`config.mk`:
```
export PLATFORM = sky130hd
export DESIGN_NAME = pwm_ramp_ctrl
export DESIGN_NICKNAME = d
export VERILOG_FILES = /design/src/rtl/pwm_ctrl_pkg.sv /design/src/rtl/pwm_tick_div.sv /design/src/rtl/pwm_ramp_ctrl.sv
export SDC_FILE = /design/constraint.sdc
export NUM_CORES = 1
export LEC_CHECK = 0
export BUFFER_PORTS_ARGS = -buffer_cell sky130_fd_sc_hd__buf_2
export CAP_MARGIN = 20
export CORE_AREA = 4 4 63 65
export CTS_CLUSTER_SIZE = 40
export DETAILED_ROUTE_END_ITERATION = 8
export DIE_AREA = 0 0 67 69
export MAX_ROUTING_LAYER = met4
export SYNTH_ARGS = -nofsm -noshare
export SYNTH_HDL_FRONTEND = slang
export SYNTH_HIERARCHICAL = 1
export SYNTH_SLANG_ARGS = --single-unit
```
`constraint.sdc`:
```
create_clock -name CLK -period 2.5 [get_ports CLK]
set_input_delay 0.375 -clock CLK [delete_from_list [all_inputs] [get_ports CLK]]
set_output_delay 0.375 -clock CLK [all_outputs]
set_load 0.02 [all_outputs]
```
`src/rtl/pwm_ctrl_pkg.sv`:
```
// Shared definitions for the PWM ramp controller.
//   DefDw   : default duty word width, matches the PWM block's duty input.
//   state_e : sequencer states (idle, ramping, dead-time, emergency stop).
package pwm_ctrl_pkg;

  localparam int unsigned DefDw = 4;

  typedef enum logic [1:0] {
    StIdle,
    StRamp,
    StDead,
    StEstop
  } state_e;

endpackage

```
`src/rtl/pwm_tick_div.sv`:
```
// Period-tick prescaler for the duty ramp.
//   CLK    : system clock, rising edge
//   RST    : synchronous active-high reset
//   clear  : hold the count at zero (asserted whenever not ramping)
//   tick   : one-cycle PWM period pulse
//   strobe : pulses on every RAMP_DIV-th tick after the count leaves clear
module pwm_tick_div #(
  parameter int unsigned RAMP_DIV = 4
) (
  input  logic CLK,
  input  logic RST,
  input  logic clear,
  input  logic tick,
  output logic strobe
);

  localparam int unsigned CW = (RAMP_DIV > 1) ? $clog2(RAMP_DIV) : 1;
  localparam logic [CW-1:0] Last = CW'(RAMP_DIV - 1);

  logic [CW-1:0] cnt_q, cnt_d;

  assign strobe = tick && !clear && (cnt_q == Last);

  always_comb begin
    cnt_d = cnt_q;
    if (clear) begin
      cnt_d = '0;
    end else if (tick) begin
      cnt_d = (cnt_q == Last) ? '0 : cnt_q + 1'b1;
    end
  end

  always_ff @(posedge CLK) begin
    if (RST) begin
      cnt_q <= '0;
    end else begin
      cnt_q <= cnt_d;
    end
  end

endmodule

```
`src/rtl/pwm_ramp_ctrl.sv`:
```
// Speed/direction sequencer for the motor PWM generator.
// Slews duty_out toward the commanded duty on ramp strobes; reversals ramp to zero,
// disable the bridge for a dead time, flip direction, then ramp back up.
//   CLK, RST          : clock and synchronous active-high reset
//   period_tick       : one-cycle pulse at each PWM period start
//   cmd_valid/ready   : command handshake; cmd_duty/cmd_dir are the new target
//   estop             : level-sensitive emergency stop
//   duty_out, dir_out : duty word and H-bridge direction
//   enable_out        : H-bridge enable
//   at_target, busy   : settled at the target / not settled
module pwm_ramp_ctrl
  import pwm_ctrl_pkg::*;
#(
  parameter int unsigned DW         = DefDw,
  parameter int unsigned STEP       = 1,
  parameter int unsigned RAMP_DIV   = 4,
  parameter int unsigned DEAD_TICKS = 2
) (
  input  logic          CLK,
  input  logic          RST,
  input  logic          period_tick,
  input  logic          cmd_valid,
  output logic          cmd_ready,
  input  logic [DW-1:0] cmd_duty,
  input  logic          cmd_dir,
  input  logic          estop,
  output logic [DW-1:0] duty_out,
  output logic          dir_out,
  output logic          enable_out,
  output logic          at_target,
  output logic          busy
);

  localparam int unsigned DCW = $clog2(DEAD_TICKS + 1);
  localparam logic [DW-1:0]  StepD    = DW'(STEP);
  localparam logic [DCW-1:0] DeadLoad = DCW'(DEAD_TICKS);

  state_e         state_q, state_d;
  logic [DW-1:0]  duty_q, duty_d, tgt_duty_q, tgt_duty_d, eff;
  logic           dir_q, dir_d, en_q, en_d, tgt_dir_q, tgt_dir_d;
  logic [DCW-1:0] dead_q, dead_d;
  logic           dir_mismatch, strobe;

  // Move cur toward tgt by StepD, landing exactly on tgt rather than overshooting.
  function automatic logic [DW-1:0] step_toward(logic [DW-1:0] cur, logic [DW-1:0] tgt);
    if (cur < tgt) begin
      return ((tgt - cur) <= StepD) ? tgt : cur + StepD;
    end else begin
      return ((cur - tgt) <= StepD) ? tgt : cur - StepD;
    end
  endfunction

  pwm_tick_div #(
    .RAMP_DIV(RAMP_DIV)
  ) u_div (
    .CLK   (CLK),
    .RST   (RST),
    .clear (state_q != StRamp),
    .tick  (period_tick && !estop),
    .strobe(strobe)
  );

  assign dir_mismatch = (tgt_dir_q != dir_q);
  // A pending reversal ramps to zero first.
  assign eff          = dir_mismatch ? '0 : tgt_duty_q;

  assign cmd_ready  = (state_q != StEstop);
  assign duty_out   = duty_q;
  assign dir_out    = dir_q;
  assign enable_out = en_q;
  assign at_target  = (state_q == StIdle) && (duty_q == tgt_duty_q) && !dir_mismatch;
  assign busy       = !at_target;

  always_comb begin
    state_d    = state_q;
    duty_d     = duty_q;
    dir_d      = dir_q;
    en_d       = en_q;
    tgt_duty_d = tgt_duty_q;
    tgt_dir_d  = tgt_dir_q;
    dead_d     = dead_q;

    if (estop) begin
      // Any command presented on the entry cycle is dropped.
      state_d    = StEstop;
      duty_d     = '0;
      en_d       = 1'b0;
      tgt_duty_d = '0;
    end else begin
      if (cmd_valid && cmd_ready) begin
        tgt_duty_d = cmd_duty;
        tgt_dir_d  = cmd_dir;
      end
      unique case (state_q)
        StIdle: begin
          if (duty_q != eff) begin
            state_d = StRamp;
          end else if (dir_mismatch) begin
            state_d = StDead;
            en_d    = 1'b0;
            dead_d  = DeadLoad;
          end
        end
        StRamp: begin
          if (duty_q == eff) begin
            if (dir_mismatch) begin
              state_d = StDead;
              en_d    = 1'b0;
              dead_d  = DeadLoad;
            end else begin
              state_d = StIdle;
            end
          end else if (strobe) begin
            duty_d = step_toward(duty_q, eff);
          end
        end
        StDead: begin
          if (period_tick) begin
            if (dead_q <= DCW'(1)) begin
              dir_d   = tgt_dir_q;
              en_d    = 1'b1;
              dead_d  = '0;
              state_d = StIdle;
            end else begin
              dead_d = dead_q - 1'b1;
            end
          end
        end
        StEstop: begin
          state_d = StDead;
          en_d    = 1'b0;
          dead_d  = DeadLoad;
        end
        default: state_d = StIdle;
      endcase
    end
  end

  always_ff @(posedge CLK) begin
    if (RST) begin
      state_q    <= StIdle;
      duty_q     <= '0;
      dir_q      <= 1'b0;
      en_q       <= 1'b1;
      tgt_duty_q <= '0;
      tgt_dir_q  <= 1'b0;
      dead_q     <= '0;
    end else begin
      state_q    <= state_d;
      duty_q     <= duty_d;
      dir_q      <= dir_d;
      en_q       <= en_d;
      tgt_duty_q <= tgt_duty_d;
      tgt_dir_q  <= tgt_dir_d;
      dead_q     <= dead_d;
    end
  end

endmodule

```
After elaboration in Yosys (flattened, before gate mapping)
Cells that the tools add are included.
{ "totals": {"in_bits": 10, "wordCells": 83, "output_inout_bits": 9, "reg_bits": 17} }
{ "classes": {"magnitude_cmp": 4, "n_eq_ne": 18, "add_sub_neg": 6, "bitwise": 2, "muxes": 26, "n_reduce_logical": 19} }
{ "ops": {"columns": ["operator", "n"], "rows": [
  ["2-bit 2-to-1 mux", 13],
  ["4-bit 2-to-1 mux", 4],
  ["2-bit one-hot mux with 4 select lines", 2],
  ["4-bit AND reduction", 4],
  ["3-bit inequality test, second input constant", 4],
  ["4-bit == test", 2],
  ["4-bit by 1-bit <= comparator with 1-bit output, second input constant", 2],
  ["2-bit inequality test, second input constant", 4],
  ["4-bit subtractor", 2],
  ["2-bit == test, second input constant", 3],
  ["1-bit logical AND", 6],
  ["1-bit 2-to-1 mux", 6],
  ["4-bit by 1-bit adder with 4-bit output, second input constant", 1],
  ["1-bit logical NOT", 4],
  ["4-bit less-than comparator", 1],
  ["4-bit by 3-bit inequality test with 1-bit output, second input constant", 1],
  ["4-bit inequality test", 1],
  ["1-bit one-hot mux with 4 select lines", 1],
  ["2-bit OR reduction", 2],
  ["4-bit by 1-bit subtractor with 4-bit output, second input constant", 1],
  ["3-bit AND reduction", 1],
  ["2-bit by 1-bit adder with 2-bit output, second input constant", 1],
  ["2-bit by 1-bit == test with 1-bit output, second input constant", 1],
  ["2-bit by 1-bit <= comparator with 1-bit output, second input constant", 1],
  ["6 further kinds", 7]
]} }

Longest topological paths before layout
Gate-level depths: netlist (run 1).
{ "depth": {"ltp_word": 6, "depth_mapped": 11, "depth_no_buf": 11} }

Cells and area by module
The synthesis (run 1) kept the hierarchy.
{ "modules_own_cells": {"columns": ["mod", "cells_per_inst", "area_each_um2", "instances"], "rows": [
  ["pwm_ramp_ctrl", 145, 1162.4, 1],
  ["pwm_tick_div", 9, 103.8, 1]
]} }

Worst setup path before layout (run 1)
Ideal clock, no wire load.
{ "synth_path": {"kind": "reg-to-reg", "startpoint": "register dir_q, in the netlist dir_out", "endpoint": "register duty_q[0], in the netlist duty_out[0]", "period_less_slack_ns": 2.613, "setup_time_ns": 0.066, "setup_slack_ns": -0.113, "path_stages_with_launch": 12, "arrival_time_ns": 2.547, "t_required_ns": 2.434, "path_cell_list": "dfxtp_1 xnor2_2 nand2_1 inv_1 ha_1 fa_1 xnor2_1 and4b_1 nor3_2 or4_1 o31a_1 a21oi_2"} }
{ "synth_via": {"elab_chain_len": 6} }
{ "synth_lines": {"columns": ["element", "line", "rtl"], "rows": [
  ["from (decl)", "pwm_ramp_ctrl.sv:40", "logic dir_q, dir_d, en_q, en_d, tgt_dir_q, tgt_dir_d;"],
  ["from (signal assigned)", "pwm_ramp_ctrl.sv:151", "dir_q <= dir_d;"],
  ["1-bit inequality test (*)", "pwm_ramp_ctrl.sv:63", "assign dir_mismatch = (tgt_dir_q != dir_q);"],
  ["4-bit 2-to-1 mux (*)", "pwm_ramp_ctrl.sv:65", "assign eff = dir_mismatch ? '0 : tgt_duty_q;"],
  ["4-bit subtractor, on equally long branches", "pwm_ramp_ctrl.sv:49, pwm_ramp_ctrl.sv:47", null],
  ["4-bit by 1-bit <= comparator with 1-bit output, on equally long branches", "pwm_ramp_ctrl.sv:49, pwm_ramp_ctrl.sv:47", null],
  ["4-bit 2-to-1 mux, on equally long branches", "pwm_ramp_ctrl.sv:49, pwm_ramp_ctrl.sv:47", null],
  ["4-bit 2-to-1 mux", "pwm_ramp_ctrl.sv:46", "if (cur < tgt) begin"],
  ["to (signal assigned)", "pwm_ramp_ctrl.sv:150", "duty_q <= duty_d;"],
  ["to (decl)", "pwm_ramp_ctrl.sv:39", "logic [DW-1:0] duty_q, duty_d, tgt_duty_q, tgt_duty_d, eff;"]
]} }
Every way passes the cells marked *; elsewhere a longest branch is shown, timed or not.
A chain may end at the register's enable or synchronous reset.

Worst setup path after layout (run 1)
Same ends and word-level chain as after synthesis.

==> results of run 1 <==
-- cell families after synthesis --
family / count (synthesis) / share of synthesized area
buf+inv: 13 / 0.0385
flops: 17 / 0.269
xor+xnor: 11 / 0.0820
mux: 7 / 0.0553
simple gates: 66 / 0.280
compound gates: 27 / 0.135
fa+ha+maj: 13 / 0.140
-- final cells by class --
type	instances	area, um^2	area share
multi-input cells	124	998	0.592
flip-flops and latches	17	347	0.206
repair buffers	35	221	0.131
well taps	46	57.6	0.0341
inverters	9	33.8	0.0200
clock buffers	3	22.5	0.0134
clock inverters	1	5.00	0.00297
-- metrics by stage --
step,cells,hold slack [ns],power [uW],TNS (ns),area [um^2]
6_report,235,0.310,621,-0.133,1690
5_1_grt,235,0.289,660,-0.499,1690
4_1_cts,234,0.307,607,-0.123,1610
3_5_place_dp,228,0.458,448,-0.238,1530
3_3_place_gp,228,0.448,443,-0.0701,1530
2_1_floorplan,154,0.440,400,-0.00130,1290
-- worst max-delay path: cells and delay by family (launching register included) --
family | cells | cell delay [ns]
xor+xnor | 1 | 0.15
flops | 1 | 0.38
buf+inv | 1 | 0.05
simple gates | 5 | 1.03
fa+ha+maj | 2 | 0.67
compound gates | 2 | 0.25
-- worst max path at each step --
stage	to	slack [ns]	depth (start not counted)
6_report	duty_out[0]$_SDFFE_PP0P_	-0.10	11
5_1_grt	duty_out[0]$_SDFFE_PP0P_	-0.21	11
4_1_cts	duty_out[0]$_SDFFE_PP0P_	-0.09	11
3_5_place_dp	duty_out[0]$_SDFFE_PP0P_	-0.15	10
3_3_place_gp	duty_out[0]$_SDFFE_PP0P_	-0.05	11
2_1_floorplan	duty_out[0]$_SDFFE_PP0P_	-0.001	11
-- cell usage in the layout (no fill, tap or decap), drive strengths merged, types with 5 or more instances in the layout --
| cell | n |
|---|---|
| nor3 | 7 |
| dfxtp | 17 |
| nor2b | 5 |
| nor2 | 14 |
| a21oi | 13 |
| inv | 9 |
| nand2 | 14 |
| o21ai | 7 |
| mux2i | 7 |
| xnor2 | 7 |
| buf | 35 |
| ha | 11 |
-- per-layer routing --
| layer | up-vias | track usage | wire [um] |
|---|---|---|---|
| met5 | - | - | 0 |
| met4 | 0 | 0.0203 | 13 |
| met1 | 577 | 0.172 | 1380 |
| li1 | 605 | - | - |
| met2 | 19 | 0.247 | 1670 |
| met3 | 2 | 0.0308 | 108 |
-- sequential cells by signal, summed over array words and instances (netlist names) --
| name | cells |
|---|---|
| duty_out | 4 |
| tgt_dir_q | 1 |
| enable_out | 1 |
| state_q | 2 |
| dir_out | 1 |
| dead_q | 2 |
| u_div/cnt_q | 2 |
| tgt_duty_q | 4 |
-- what timing repair did --
item                                    4_1_cts  5_1_grt
setup buffers                                 2        1
endpoints found under the setup margin        3        5
resized for setup                            10       14
pin swaps                                     4        5
endpoints found under the hold margin         0        0
-- report_power, final --
group          switching, uW  leakage (uW)  internal [uW]
Sequential              9.07      0.000140            279
Combinational           94.8      0.000593           89.8
Clock                   89.0     0.0000177           59.5
Total                    193      0.000751            428
==> results.ini, run 1 <==
[setup_path]
crit_path_slowest_cell=sky130_fd_sc_hd__fa_2
worstReg2RegEnd=duty_out[0]$_SDFFE_PP0P_
critical_path_launch_point_type=flop
cp_endpoint_kind=flop
cp_class=reg2reg
timing.critical_path.from=dir_out$_SDFFE_PP0P_
r2r_slack_ns=-0.10
launching_point_of_the_worst_reg2reg_path=dir_out$_SDFFE_PP0P_
crit_arrival_ns=2.83
worst_r2r_path_depth=11
crit_required_ns=2.73
timing.critical_path.cells=xnor2_4 -> nand2_2 -> inv_2 -> ha_4 -> fa_2 -> nor2b_1 -> and4b_2 -> nor3_4 -> or4_1 -> o31a_1 -> a21oi_2
crit_fanout=4
cpPeakStageDelay_ns=0.52

[hold_path]
min_path_cells=3
min_delay_worst_endpoint=tgt_dir_q$_SDFFE_PP0P_
worst_hold_startpoint=cmd_dir
min_path_type=in2reg

[cts]
root_buffer=sky130_fd_sc_hd__clkbuf_4
clk_latency_ns=0.29
clkSinkCount=17
cts_tree=yes
cts_max_level=1
clock_tree.buffer_depth=2
cts-hold-fix-buffers=0
clk_pin_slew_ns=0.10
numCtsBuffers=3

[final_layout]
syn_to_final_growth_pct=33.1
fin_nets=213
post_route_cells_drive_above_1_share=0.365
layout.filler_cells=346
postLayoutCoreUtil=0.505
antennaDiodeCount=0

[sta]
count_of_final_setup_violators=2
period_minus_slack_ns=2.60
worst_skew_ns=0.00606
grt_setup_unrepaired=yes
timing.max_slew.rel_slack=0.769
fmaxAchievable_ghz=0.384
slew_violations=0
finalHoldViolCount=0
worst_pin_slew_ns=0.345
fin_ws_ns=-0.102
post-route-period-util=1.04

[synth]
synth_enable_flop_cells=0
fraction_of_registers_with_async_set_reset=0
synth_area_mm2=0.00127
synthesis.area_per_instance_um2=8.22
post_synth_main_area_contributors=sky130_fd_sc_hd__dfxtp_1 (27%), sky130_fd_sc_hd__ha_1 (11%), sky130_fd_sc_hd__mux2i_1 (5.5%), sky130_fd_sc_hd__a21oi_1 (4.7%), sky130_fd_sc_hd__nand2_1 (4.2%)
ys.warnings.count=6
ys_ff_latch=17
synth.top_cells.by_count=sky130_fd_sc_hd__dfxtp_1 (17), sky130_fd_sc_hd__nand2_1 (14), sky130_fd_sc_hd__nor2_1 (14)
synth_cells=154
dominantRegCellSynth=sky130_fd_sc_hd__dfxtp_1
synth-seq-area-share=0.269
synth.largest_area_cell=sky130_fd_sc_hd__dfxtp_1
synth.most_common_cell=sky130_fd_sc_hd__dfxtp_1
synth_nets=177
synth.distinct_cells=37
synth_largest_type_area_fraction=0.269

[power_and_ir_drop]
irDropWorstVdd_v=0.000355
power.leakage_uw=0.000751
power.density_cell_area_mw_per_mm2=368

[routing]
drt_pre_antenna_iters=4
average_detailed_routed_wire_length_per_instance_um=13.5
routed_wl_um=3180
route.vias.total=1203
route.detailed.vias_per_inst=5.12
drtAntennaViolNets=0
number_of_remaining_drc_errors=0
first_iter_violations=28

[grt]
antenna_found_initial=0
global_route_wire_length_before_repair_um=5150
via_count_of_the_first_global_routing_pass=1191
grt_use_total=0.143
grt_remaining_overflow=0
largest_net_degree_at_the_start_of_global_routing=12

[floorplanning]
boundaryPins=19
core_area_mm2=0.00334
row_count=21
initial_utilization=0.379
die_area_mm2=0.00462
die_h_um=69
die_span_in_x_um=67

[place]
finalWeightedCongestion=0.889
pre_cts_slack_ns=-0.146
hpwl_um=2520
portBuffers=18

[outcome]
failing_checks=setup timing
outcome=complete, but fails checks

[flow_run]
maxCapViolations=0

No activity file was read; power rests on OpenSTA's default activity.
==> run 2: changes to the inputs <==
CORE_AREA = 4 4 56 58   (was 4 4 63 65)
DIE_AREA = 0 0 60 62   (was 0 0 67 69)
PLACE_DENSITY = 0.71   (was unset)
==> results.ini, run 2 (synthesized netlist as in run 1, its figures left out) <==
[cts]
cts_tree=yes
numCtsBuffers=3  ; unchanged
clk_latency_ns=0.28  ; about the same
cts_post_setup_buffers_inserted=0  ; -2
cts_max_level=1  ; unchanged
clk_pin_slew_ns=0.09  ; about the same
root_buffer=sky130_fd_sc_hd__clkbuf_4
clock_tree.buffer_depth=2  ; unchanged
clkSinkCount=17  ; unchanged

[sta]
worst_skew_ns=0.00462  ; -0.00144 ns
totalNegativeSetupSlack_ns=-0.0639  ; +0.0693 ns
grt_setup_unrepaired=yes
finalHoldViolCount=0  ; unchanged
slew_violations=0  ; unchanged
timing.max_slew.rel_slack=0.805  ; +0.0363
fin_ws_ns=-0.0473  ; +0.0544 ns
period_minus_slack_ns=2.55  ; -0.0544 ns
worst_pin_slew_ns=0.290  ; -0.0552 ns
count_of_final_setup_violators=2  ; unchanged
fmaxAchievable_ghz=0.393  ; +2.1%
post-route-period-util=1.02  ; -0.0218

[outcome]
outcome=complete, but fails checks
failing_checks=setup timing

[routing]
routed_wl_um=3020  ; -4.9%
route.detailed.vias_per_inst=5.44  ; +6.3%
drt_pre_antenna_iters=4  ; unchanged
average_detailed_routed_wire_length_per_instance_um=13.9  ; +3.0%
route.vias.total=1181  ; -1.8%
number_of_remaining_drc_errors=0  ; unchanged
drtAntennaViolNets=0  ; unchanged
first_iter_violations=32  ; +14%

[setup_path]
cp_endpoint_kind=flop
worstReg2RegEnd=duty_out[0]$_SDFFE_PP0P_
crit_fanout=4  ; unchanged
cp_class=reg2reg
crit_path_slowest_cell=sky130_fd_sc_hd__fa_1
timing.critical_path.cells=xnor2_4 -> nand2_2 -> ha_2 -> fa_1 -> nor2b_1 -> and4b_2 -> nor3_2 -> or4_1 -> o31a_1 -> a21oi_2
cpPeakStageDelay_ns=0.49  ; -0.03 ns
crit_arrival_ns=2.77  ; -0.06 ns
crit_required_ns=2.72  ; about the same
worst_r2r_path_depth=10  ; -1
critical_path_launch_point_type=flop
launching_point_of_the_worst_reg2reg_path=dir_out$_SDFFE_PP0P_
timing.critical_path.from=dir_out$_SDFFE_PP0P_
r2r_slack_ns=-0.05  ; +0.05 ns

[grt]
via_count_of_the_first_global_routing_pass=1186  ; -0.42%
global_route_wire_length_before_repair_um=5090  ; -1.2%
largest_net_degree_at_the_start_of_global_routing=12  ; unchanged
antenna_found_initial=0  ; unchanged
grt_remaining_overflow=0  ; unchanged
grt_use_total=0.183  ; +0.0401

[power_and_ir_drop]
finalPower_uw=598  ; -3.6%
power.leakage_uw=0.000728  ; -3.0%
power.density_cell_area_mw_per_mm2=372  ; +0.96%
irDropWorstVdd_v=0.000307  ; -14%

[final_layout]
antennaDiodeCount=0  ; unchanged
fin_nets=210  ; -1.4%
post_route_cells_drive_above_1_share=0.349  ; -0.0156
mostFrequentLayoutCells=sky130_fd_sc_hd__buf_2 (18), sky130_fd_sc_hd__nor2_1 (14), sky130_fd_sc_hd__dfxtp_1 (14), sky130_fd_sc_hd__buf_4 (14), sky130_fd_sc_hd__nand2_1 (12)
final_common_cell=sky130_fd_sc_hd__buf_2
postLayoutCellArea_mm2=0.00161  ; -4.5%
syn_to_final_growth_pct=27.1

[floorplanning]
die_h_um=62  ; -10%
boundaryPins=19  ; unchanged
die_span_in_x_um=60  ; -10%
initial_utilization=0.476  ; +0.0961
core_area_mm2=0.00266  ; -20%
row_count=19  ; -9.5%
die_area_mm2=0.00372  ; -20%

[flow_run]
maxCapViolations=0  ; unchanged

[place]
finalWeightedCongestion=0.881  ; -0.90%
portBuffers=18  ; unchanged
hpwl_um=2370  ; -5.7%
placed_area_mm2=0.00151  ; -1.2%
pre_cts_slack_ns=-0.112  ; +0.0346 ns

[hold_path]
worst_hold_startpoint=cmd_duty[0]
min_path_cells=3  ; unchanged
min_path_type=in2reg
min_delay_worst_endpoint=tgt_duty_q[0]$_SDFFE_PP0P_

## run 2: repair_timing
item                       CTS  global route
setup endpoints to repair    2             5
hold buffers                 0             0
resized for setup            8            10
pin swaps                    2             1
## run 2: worst max-delay path, delay by kind of cell, from the launching register on
family,cells,cell delay (ns)
adder cells (fa/ha/maj),2,0.68
AO/OA/AOI/OAI,2,0.24
flip-flops,1,0.37
XOR/XNOR,1,0.21
AND/OR/NAND/NOR,5,0.98
## run 2: through the flow
stage	hold WS (ns)	util	cells
6_report	0.321	0.604	217
5_1_grt	0.343	0.604	217
4_1_cts	0.317	0.588	217
3_5_place_dp	0.461	0.566	213
3_3_place_gp	0.452	0.566	213
2_1_floorplan	0.440	-	154
## run 2: area by class of cell
type | instances | area [um^2]
flip-flops and latches | 17 | 347
multi-input cells | 124 | 967
well taps | 31 | 38.8
clock inverters | 1 | 5.00
clock buffers | 3 | 22.5
repair buffers | 32 | 195
inverters | 9 | 33.8
fillers | 246 | 1050
## run 2: worst max path at each step
stage                                    end  cells past startpoint  slack, ns
global route        duty_out[0]$_SDFFE_PP0P_                     10      -0.18
CTS                 duty_out[0]$_SDFFE_PP0P_                     11      -0.05
global placement    duty_out[0]$_SDFFE_PP0P_                     11      -0.04
finish              duty_out[0]$_SDFFE_PP0P_                     10      -0.05
detailed placement  duty_out[0]$_SDFFE_PP0P_                     10      -0.11
floorplan           duty_out[0]$_SDFFE_PP0P_                     11     -0.001
## run 2: metal layers
metal  track usage  vias to the layer above  wire (um)
met4        0.0759                        0         75
met2         0.295                       30       1460
met3        0.0248                        8        135
met5             -                        -          0
li1              -                      599          -
met1         0.231                      544       1350
## run 2: where the power goes
group	switching (uW)	internal, uW	leakage [uW]	total [uW]
logic	86.9	82.2	0.000570	169
clock network	82.0	59.4	0.0000177	141
registers	9.39	279	0.000140	288
total	178	420	0.000728	598
